--- src/rtl/approx_mult_pkg.sv ---
// Shared constants, FSM encoding and the LM_1_EC arithmetic helpers for the
// iterative approximate multiplier.
package approx_mult_pkg;

    localparam int NIB_W = 4;

    localparam logic [1:0] MODE_EXACT      = 2'b00;
    localparam logic [1:0] MODE_THRESH     = 2'b01;
    localparam logic [1:0] MODE_ALL_APPROX = 2'b10;

    typedef enum logic [1:0] {
        ST_IDLE = 2'd0,
        ST_RUN  = 2'd1,
        ST_DONE = 2'd2
    } state_t;

    function automatic logic [1:0] lead_one(input logic [NIB_W-1:0] v);
        if (v[3]) return 2'd3;
        else if (v[2]) return 2'd2;
        else if (v[1]) return 2'd1;
        else return 2'd0;
    endfunction

    function automatic logic [NIB_W-1:0] residue(input logic [NIB_W-1:0] v);
        logic [NIB_W-1:0] mask;
        mask = 4'b0001 << lead_one(v);
        return v & ~mask;
    endfunction

    // Mitchell log-domain product: 2^(kx+ky) + rx*2^ky + ry*2^kx, never above x*y.
    function automatic logic [2*NIB_W-1:0] lm_base(input logic [NIB_W-1:0] x,
                                                    input logic [NIB_W-1:0] y);
        logic [1:0]         kx;
        logic [1:0]         ky;
        logic [2*NIB_W-1:0] t;
        if (x == '0 || y == '0) return '0;
        kx = lead_one(x);
        ky = lead_one(y);
        t  = 8'd1 << ({1'b0, kx} + {1'b0, ky});
        t  = t + ({4'b0000, residue(x)} << ky) + ({4'b0000, residue(y)} << kx);
        return t;
    endfunction

endpackage

--- src/rtl/nib_mult_4x4.sv ---
// Combinational 4x4 nibble multiplier: exact product or LM_1_EC approximation
// (Mitchell product plus one Mitchell correction of the residues), chosen by sel.
module nib_mult_4x4
    import approx_mult_pkg::*;
(
    input  logic [NIB_W-1:0]   x,
    input  logic [NIB_W-1:0]   y,
    input  logic               sel,
    output logic [2*NIB_W-1:0] p
);

    logic [2*NIB_W-1:0] exact_p;
    logic [2*NIB_W-1:0] approx_p;

    always_comb begin
        exact_p  = {4'b0000, x} * {4'b0000, y};
        approx_p = lm_base(x, y) + lm_base(residue(x), residue(y));
        p        = sel ? approx_p : exact_p;
    end

endmodule

--- src/rtl/approx_mult_iter.sv ---
// Iterative WxW unsigned multiplier reusing one nibble multiplier for all
// (W/4)^2 partial products, with valid/ready handshakes on both sides.
module approx_mult_iter
    import approx_mult_pkg::*;
#(
    parameter int W            = 8,
    parameter int APPROX_DEPTH = 2
) (
    input  logic           clk,
    input  logic           rst_n,
    input  logic           in_valid,
    output logic           in_ready,
    input  logic [W-1:0]   a,
    input  logic [W-1:0]   b,
    input  logic [1:0]     mode,
    output logic           out_valid,
    input  logic           out_ready,
    output logic [2*W-1:0] r
);

    localparam int N  = W / NIB_W;
    localparam int CW = (N > 1) ? $clog2(N) : 1;
    localparam logic [CW-1:0] LAST = CW'(N - 1);

    state_t               state;
    logic [W-1:0]         a_q;
    logic [W-1:0]         b_q;
    logic [1:0]           mode_q;
    logic [CW-1:0]        i;
    logic [CW-1:0]        j;
    logic [2*W-1:0]       acc;
    logic [2*W-1:0]       acc_next;
    logic [2*W-1:0]       pp_shifted;
    logic [CW:0]          ij_sum;
    logic [NIB_W-1:0]     a_nib;
    logic [NIB_W-1:0]     b_nib;
    logic                 sel;
    logic [2*NIB_W-1:0]   pp;

    // Select the current nibble pair, decide approximation and shift into place.
    always_comb begin
        ij_sum = {1'b0, i} + {1'b0, j};
        a_nib  = a_q[{i, 2'b00} +: NIB_W];
        b_nib  = b_q[{j, 2'b00} +: NIB_W];
        case (mode_q)
            MODE_THRESH:     sel = (int'(ij_sum) < APPROX_DEPTH);
            MODE_ALL_APPROX: sel = 1'b1;
            default:         sel = 1'b0;
        endcase
        pp_shifted = {{(2*W-2*NIB_W){1'b0}}, pp} << {ij_sum, 2'b00};
        acc_next   = acc + pp_shifted;
    end

    nib_mult_4x4 u_nib (
        .x   (a_nib),
        .y   (b_nib),
        .sel (sel),
        .p   (pp)
    );

    always_ff @(posedge clk or negedge rst_n) begin
        if (!rst_n) begin
            state     <= ST_IDLE;
            in_ready  <= 1'b1;
            out_valid <= 1'b0;
            r         <= '0;
            acc       <= '0;
            i         <= '0;
            j         <= '0;
            a_q       <= '0;
            b_q       <= '0;
            mode_q    <= MODE_EXACT;
        end else begin
            case (state)
                ST_IDLE: begin
                    if (in_valid) begin
                        a_q      <= a;
                        b_q      <= b;
                        mode_q   <= mode;
                        acc      <= '0;
                        i        <= '0;
                        j        <= '0;
                        in_ready <= 1'b0;
                        state    <= ST_RUN;
                    end
                end
                ST_RUN: begin
                    acc <= acc_next;
                    if (j == LAST) begin
                        j <= '0;
                        if (i == LAST) state <= ST_DONE;
                        else           i <= i + 1'b1;
                    end else begin
                        j <= j + 1'b1;
                    end
                end
                // First DONE cycle publishes the result; it then holds until taken.
                ST_DONE: begin
                    if (!out_valid) begin
                        out_valid <= 1'b1;
                        r         <= acc;
                    end else if (out_ready) begin
                        out_valid <= 1'b0;
                        in_ready  <= 1'b1;
                        state     <= ST_IDLE;
                    end
                end
                default: state <= ST_IDLE;
            endcase
        end
    end

endmodule

--- config.mk ---
export PLATFORM = sky130hd
export DESIGN_NAME = approx_mult_iter
export DESIGN_NICKNAME = d
export VERILOG_FILES = /design/src/rtl/approx_mult_pkg.sv /design/src/rtl/nib_mult_4x4.sv /design/src/rtl/approx_mult_iter.sv
export SDC_FILE = /design/constraint.sdc
export NUM_CORES = 1
export LEC_CHECK = 0
export ABC_AREA = 1
export BUFFER_PORTS_ARGS = -buffer_cell sky130_fd_sc_hd__buf_2
export CORE_UTILIZATION = 49
export DETAILED_ROUTE_END_ITERATION = 6
export PLACE_DENSITY = 0.67
export SETUP_SLACK_MARGIN = 0.3
export SLEW_MARGIN = 40
export SYNTH_ARGS = -nofsm -noshare
export SYNTH_HDL_FRONTEND = slang
export SYNTH_HIERARCHICAL = 1
export SYNTH_SLANG_ARGS = --single-unit
--- constraint.sdc ---
create_clock -name clk -period 6.1 [get_ports clk]
set_input_delay 1.22 -clock clk [delete_from_list [all_inputs] [get_ports clk]]
set_output_delay 1.22 -clock clk [all_outputs]
set_load 0.03 [all_outputs]
==> impl_metrics.csv, run 1 <==
group,metric,value,unit
drt,antenna_left,0,
clock_network,clk_latency,300,ps
clock_network,cts.path.max_buffers,2,
final_layout,final_nets,1046,
logic_synthesis,syn_area,5730,sq um
clock_network,cts_tree,"built",
drt,dr.pass1.iters,7,
global_route,grt_use_total,24.9,%
clock_network,cts.sinks,56,
floorplanning,core-area,11400,sq um
worst_setup_path,critPathKind,"reg2reg",
logic_synthesis,synth_flop_cell,"dfrtp_1",
worst_setup_path,path_buf_inv,9,
worst_setup_path,critPathSlowestCell,"fa_1",
global_route,antenna_found_initial,0,
drt,drcViolationCount,1,
clock_network,root_buffer,"clkbuf_16",
floorplanning,io_pins,40,
worst_setup_path,critPathTopFamily,"adder cells",
timing,period_share,95.9,%
timing,relSlewSlack,52.0,%
floorplanning,fp-row-count,39,
drt,dr_wl_met2,7520,um
logic_synthesis,syn_area_per_cell,6.82,sq um
timing,period_needed,5850,ps
timing,worst_pin_slew,719,ps
hold_path,hold_class,"reg2reg",
logic_synthesis,yosysUniqueCellTypes,44,
global_route,grt_pass1_wl,24000,um
outcome,status,"finished, violations left",
timing,fmax,171,MHz
drt,highest_layer,"met4",
floorplanning,die_h,110,um
timing,finalMaxSlewViolations,0,
placement,place_hpwl,10700,um
floorplanning,die_w,110,um
final_layout,fin_cells,1093,
job,maxCapViolCount,0,
placement,gp_congestion,0.903,
drt,drt-met1-wl,6590,um
placement,port_buffers,39,
final_layout,area_growth_syn_to_layout,29.0,%
logic_synthesis,yosys_warnings,6,
timing,fin_worst_skew,3.78,ps
drt,viasPerCell,5.21,
global_route,grt_max_degree,57,
worst_setup_path,cp.required,6300,ps
worst_setup_path,cpPeakStageDelay,530,ps
global_route,grt.overflow.total,0,
logic_synthesis,synth_edf_count,0,
worst_setup_path,start_kind,"flop",
logic_synthesis,ys_ff_latch,56,
logic_synthesis,async_reset_ff_share,100,%
timing,timing.final.hold_violations,0,
timing,fin_tns_setup,0,ps
placement,dp_cells,1055,
worst_setup_path,cp.arrival,6050,ps
final_layout,drive_gt1_share,33.4,%
drt,wl_per_cell,13.5,um
drt,vias,5697,
final_layout,diodes,0,
clock_network,cts_made_buffers,5,
clock_network,path_clk_slew,70,ps
worst_setup_path,worstPathMaxFanout,5,
floorplanning,dieArea,12100,sq um
drt,wirelength,14800,um
logic_synthesis,syn_inst,840,
floorplanning,start_util,50.2,%
drt,wl_met3,403,um
global_route,grt_pass1_vias,5432,
clock_network,htree_levels,2,
outcome,violations,"design-rule violations",
timing,rsz0062_at_grt,"yes",
timing,setup_viol,0,
worst_setup_path,path_common_cell,"nand2_1",
worst_setup_path,cp-end-kind,"flop",
logic_synthesis,ys_seq_area_share,24.5,%
drt,drt-initial-drc-count,353,
-- what timing repair did --
action / in CTS / in global routing
hold buffers: 0 / 0
buffers inserted: 16 / 14
endpoints found under the setup margin: 12 / 12
pin swaps: 41 / 70
gates resized for setup: 77 / 110
-- worst paths after layout --
check / slack [ps] / start / depth (start not counted) / end
max: 250 / j / 40 / acc[14]
min reg2reg: 490 / b_q[0] / 2 / b_q[0]
max reg2reg: 250 / j / 40 / acc[14]
min in group asynchronous: 1040 / rst_n / 2 / r[12]
min: 490 / b_q[0] / 2 / b_q[0]
max in group asynchronous: 4520 / rst_n / 2 / j
-- Yosys cell counts (3+ instances only) --
cell,count,area [sq um]
o21ai_0,47,235
buf_6,5,56.3
or2_2,5,31.3
nand2_1,279,1050
nand3_1,58,290
inv_1,139,522
nand2_2,7,43.8
o21ai_1,6,30.0
a21oi_1,35,175
nor2_1,48,180
fa_1,24,480
xnor2_1,3,26.3
nand4_1,3,18.8
mux2_2,5,56.3
o21ai_2,5,43.8
o22ai_1,6,37.5
clkbuf_1,3,11.3
nand2_4,3,33.8
dfrtp_1,55,1380
inv_2,9,33.8
buf_4,5,37.5
nor3_1,8,40.0
ha_1,51,638
-- per-layer routing --
metal  up-vias  GRT usage (%)
met3        22           2.23
met1      2714           32.6
met2       112           44.3
li1       2849              -
met4         0           5.92
met5         -              0
-- worst register-to-register path: cells and delay by family (launching register included) --
family	cells	cell delay, ps
AOI/OAI and AO/OA	5	630
DFF	1	440
buffers and inverters	9	740
and+or+nand+nor	19	1540
adders and majority gates	7	2410
-- flip-flops by register name (all words and copies together) (netlist names) --
signal and flops:
a_q 8, j 1, acc 16, b_q 8, mode_q 2, out_valid 1
r 16, i 1, state 2, in_ready 1
-- placed cells by master (no fill, tap or decap), types with 12 or more instances in the layout --
master / count
inv_1: 117
nand3_1: 46
buf_4: 68
dfrtp_1: 53
o21ai_0: 32
a21oi_2: 16
nor2_1: 36
inv_2: 30
buf_2: 39
fa_1: 21
nand2_1: 231
nand3_2: 12
ha_4: 15
o21ai_2: 13
nand2_2: 48
a21oi_1: 16
ha_1: 34
-- per-stage QoR --
stage / hold slack, ps / worst slack (ps) / utilization [%] / instance area [sq um]
global placement: 465 / -185 / 55.6 / 6350
CTS: 489 / 276 / 60.7 / 6930
floorplan: 449 / 308 / - / 5770
finish: 486 / 249 / 64.7 / 7390
global route: 512 / -48.8 / 64.7 / 7390
detailed placement: 469 / -237 / 55.6 / 6350
-- cell type report --
class / count / area (sq um)
flip-flops and latches: 56 / 1410
inverters: 150 / 568
fillers: 1022 / 4030
clock inverters: 3 / 26.3
repair buffers: 111 / 751
clock buffers: 5 / 125
multi-input cells: 625 / 4340
well taps: 143 / 179
-- logic make-up after synthesis --
| logic type | after synthesis | share of synthesized area, % |
|---|---|---|
| other cells | 2 | 0.131 |
| mux | 7 | 1.51 |
| compound gates | 108 | 10.4 |
| xor+xnor | 5 | 0.764 |
| fa+ha+maj | 75 | 19.5 |
| flops | 56 | 24.5 |
| simple gates | 422 | 31.3 |
| buf+inv | 165 | 11.9 |
Power of run 1 is left out: the tool's default activity adds up to more than one toggle a clock period on the data nets, which glitch-free logic cannot reach.
==> run 2, diff against run 1 <==
- PLACE_DENSITY: 0.67 -> not set
- PLACE_DENSITY_LB_ADDON: not set -> 0.05
- clock period: 6.1 -> 6.5 ns (I/O delays scaled with it)
==> impl_metrics.csv, run 2 (synthesis gave the netlist of run 1 again) <==
group,metric,value,unit
clock_network,cts_tree,"built",
drt,drt-initial-drc-count,289,
timing,period_needed,6020,ps
floorplanning,die_w,110,um
hold_path,holdPathStages,2,
timing,rsz0062_at_grt,"yes",
worst_setup_path,cp.arrival,6260,ps
worst_setup_path,rr_worst_depth,41,
floorplanning,io_pins,40,
global_route,grt_pass1_wl,22900,um
clock_network,clk_latency,300,ps
worst_setup_path,critPathKind,"reg2reg",
global_route,grt_use_total,24.0,%
floorplanning,die_h,110,um
drt,wl_per_cell,13.1,um
global_route,grt_max_degree,57,
timing,timing.final.hold_violations,0,
timing,worst_slack,482,ps
drt,vias,5401,
clock_network,htree_levels,2,
final_layout,area_growth_syn_to_layout,20.7,%
worst_setup_path,worstPathMaxFanout,5,
final_layout,nFillCells,1077,
final_layout,reg_top3,"acc x16, r x16",
timing,period_share,92.6,%
global_route,grt.overflow.total,0,
drt,viasPerCell,5.09,
final_layout,final_nets,1014,
placement,dp_slack,-66.3,ps
clock_network,path_clk_slew,70,ps
floorplanning,core-area,11400,sq um
clock_network,root_buffer,"clkbuf_16",
timing,setup_viol,0,
floorplanning,start_util,50.2,%
job,maxCapViolCount,0,
worst_setup_path,cp.required,6740,ps
placement,place_hpwl,10800,um
floorplanning,dieArea,12100,sq um
drt,drcViolationCount,0,
worst_setup_path,cp-end-kind,"flop",
timing,relSlewSlack,52.0,%
timing,finalMaxSlewViolations,0,
worst_setup_path,critPathSlowestCell,"fa_1",
floorplanning,fp-row-count,39,
clock_network,cts.path.max_buffers,2,
drt,dr.pass1.iters,4,
drt,antenna_left,0,
worst_setup_path,start_kind,"flop",
worst_setup_path,cpPeakStageDelay,530,ps
final_layout,final_common_cell,"nand2_1",
hold_path,hold_class,"reg2reg",
placement,gp_congestion,0.922,
worst_setup_path,path_common_cell,"nand2_1",
global_route,grt_pass1_vias,5121,
drt,wirelength,13900,um
outcome,status,"finished clean",
timing,fmax,166,MHz
timing,worst_pin_slew,720,ps
final_layout,final_cell_mix,"nand2_1, inv_1, dfrtp_1",
final_layout,diodes,0,
clock_network,cts_made_buffers,5,
final_layout,drive_gt1_share,23.3,%
clock_network,cts.sinks,56,
timing,fin_worst_skew,4.62,ps
global_route,antenna_found_initial,0,
placement,port_buffers,39,
==> run 2: cell count changes in the layout (fill, tap and decap cells not counted), moves of 8 or more <==
cell / change
nand2_2: -21
buf_4: -34
inv_1: +10
nand2_1: +25
inv_2: -10
ha_1: +8
==> run 2: per-layer routing <==
layer | track usage, % | vias up | wire length, um
met5 | 0 | - | 0
met4 | 6.95 | 0 | 340
met3 | 2.35 | 27 | 300
met2 | 40.9 | 86 | 6560
met1 | 32.2 | 2505 | 6670
li1 | - | 2783 | -
==> run 2: final timing paths <==
kind	slack (ps)	endpoint	from
worst max register to register	480	acc[14]	j
max in group asynchronous	4880	b_q[3]	rst_n
min in group asynchronous	1120	r[12]	rst_n
worst min register to register	490	a_q[4]	a_q[4]
worst max-delay path	480	acc[14]	j
worst min-delay path	490	a_q[4]	a_q[4]
==> run 2: final cells by class <==
type / instances / area (sq um) / area share, %
Clock buffer: 6 / 139 / 2.01
Clock inverter: 2 / 38.8 / 0.561
Inverter: 150 / 568 / 8.22
Multi-Input combinational cell: 625 / 4060 / 58.7
Sequential cell: 56 / 1400 / 20.3
Tap cell: 143 / 179 / 2.59
Timing Repair Buffer: 79 / 527 / 7.62
==> run 2: critical path: cells and delay by family, from the launching register on <==
| family | cells | cell delay [ps] |
|---|---|---|
| adders and majority gates | 7 | 2370 |
| buffers and inverters | 7 | 540 |
| AOI/OAI and AO/OA | 5 | 810 |
| and+or+nand+nor | 21 | 1620 |
| xor gates and xnor gates | 1 | 180 |
| DFF | 1 | 420 |
==> run 2: metrics by stage <==
step	hold WS, ps	setup TNS (ps)	util (%)	instances	area, sq um
after floorplan	449	0	-	846	5750
after global placement	466	0	54.0	1033	6160
after detailed placement	470	-186	54.0	1033	6160
after CTS	489	0	55.8	1041	6370
after global routing	505	0	60.6	1061	6910
final	488	0	60.6	1061	6910
==> run 2: timing repair <==
action	4_1_cts	5_1_grt
setup endpoints to repair	10	12
setup buffers	0	20
resized for setup	16	97
hold buffers	0	0
pin swaps	2	58
Power of run 2 is left out for the same reason.
==> run 3, diff against run 2 <==
- CAP_MARGIN: not set -> 20
- CELL_PAD_IN_SITES_DETAIL_PLACEMENT: not set -> 1
- CELL_PAD_IN_SITES_GLOBAL_PLACEMENT: not set -> 2
- CORE_UTILIZATION: 49 -> 35
==> impl_metrics.csv, run 3 (synthesis gave the netlist of run 1 again) <==
group,metric,value,unit
outcome,status,"finished clean",
global_route,grt_use_total,21.5,%
placement,placed_area,6390,sq um
placement,gp_congestion,0.870,
timing,worst_pin_slew,632,ps
hold_path,hold_class,"reg2reg",
timing,fin_worst_skew,13.1,ps
timing,rsz0062_at_grt,"yes",
timing,setup_viol,0,
floorplanning,fp-row-count,46,
global_route,antenna_found_initial,0,
timing,worst_slack,606,ps
worst_setup_path,cpPeakStageDelay,530,ps
clock_network,htree_levels,2,
job,maxCapViolCount,0,
clock_network,cts.path.max_buffers,2,
global_route,grt_pass1_wl,28100,um
timing,relSlewSlack,57.7,%
worst_setup_path,path_common_cell,"nand2_1",
timing,timing.final.hold_violations,0,
final_layout,area_growth_syn_to_layout,25.1,%
worst_setup_path,rr_worst_depth,39,
floorplanning,core-area,15900,sq um
worst_setup_path,critPathSlowestCell,"fa_1",
final_layout,reg_top3,"acc x16, r x16",
drt,wirelength,17200,um
worst_setup_path,start_kind,"flop",
final_layout,final_util,45.0,%
timing,finalMaxSlewViolations,0,
final_layout,final_nets,1033,
clock_network,cts_made_buffers,5,
placement,port_buffers,39,
drt,drt-initial-drc-count,135,
floorplanning,start_util,35.9,%
global_route,grt_pass1_vias,5619,
drt,vias,5553,
floorplanning,die_h,130,um
timing,period_share,90.7,%
final_layout,drive_gt1_share,27.9,%
clock_network,path_clk_slew,90,ps
floorplanning,io_pins,40,
final_layout,multi_input_area,4100,sq um
final_layout,ff_latch_area,1400,sq um
clock_network,root_buffer,"clkbuf_16",
clock_network,cts.sinks,56,
global_route,grt.overflow.total,0,
final_layout,nFillCells,2070,
drt,viasPerCell,4.82,
placement,dp_slack,-130,ps
drt,wl_per_cell,14.9,um
hold_path,holdPathStages,2,
drt,dr.pass1.iters,4,
timing,period_needed,5890,ps
final_layout,final_cell_mix,"nand2_1, inv_1, dfrtp_1",
timing,fin_tns_setup,0,ps
floorplanning,dieArea,16900,sq um
final_layout,diodes,0,
worst_setup_path,worstPathMaxFanout,5,
final_layout,finalInstanceArea,7170,sq um
worst_setup_path,rrSetupSlack,610,ps
worst_setup_path,critPathKind,"reg2reg",
final_layout,final_common_cell,"nand2_1",
drt,antenna_left,0,
worst_setup_path,cp-end-kind,"flop",
timing,fmax,170,MHz
drt,drcViolationCount,0,
floorplanning,die_w,130,um
worst_setup_path,cp.required,6720,ps
worst_setup_path,cp.arrival,6110,ps
placement,place_hpwl,13800,um
global_route,grt_max_degree,57,
clock_network,cts_tree,"built",
clock_network,clk_latency,320,ps
==> run 3: cell type report <==
cell class	instances	area share [%]
clock buffer	5	1.75
clock inverter	3	0.384
inverter	150	7.92
multi-input combinational	625	57.3
sequential	56	19.6
tap	216	3.77
timing repair buffer	98	9.34
==> run 3: stage by stage <==
step           hold slack (ps)  cells
4_1_cts                    487   1133
3_5_place_dp               465   1124
2_1_floorplan              449    846
6_report                   484   1153
3_3_place_gp               463   1124
5_1_grt                    510   1153
==> run 3: repair_timing <==
| action | in CTS | in global routing |
|---|---|---|
| setup buffers | 1 | 20 |
| cloned | 0 | 0 |
| pin swaps | 6 | 63 |
| hold buffers | 0 | 0 |
| setup endpoints to repair | 12 | 12 |
| resized for setup | 25 | 117 |
==> run 3: worst max-delay path: cells and delay by family, from the launching register on <==
| family | cells | cell delay (ps) |
|---|---|---|
| buf+inv | 8 | 750 |
| compound gates | 6 | 680 |
| flops | 1 | 460 |
| simple gates | 18 | 1490 |
| fa+ha+maj | 7 | 2420 |
==> run 3: per-layer routing <==
metal	GRT usage (%)	share of wire (%)
met1	30.0	50
met2	35.7	47
met3	2.46	2.5
met4	4.51	1.1
met5	0	0
==> run 3: final timing paths <==
path | startpoint | to
worst max-delay path | j | acc[15]
worst min-delay path | b_q[7] | b_q[7]
worst max register to register | j | acc[15]
worst min register to register | b_q[7] | b_q[7]
max in group asynchronous | rst_n | j
min in group asynchronous | rst_n | r[13]
Power of run 3 is left out for the same reason.
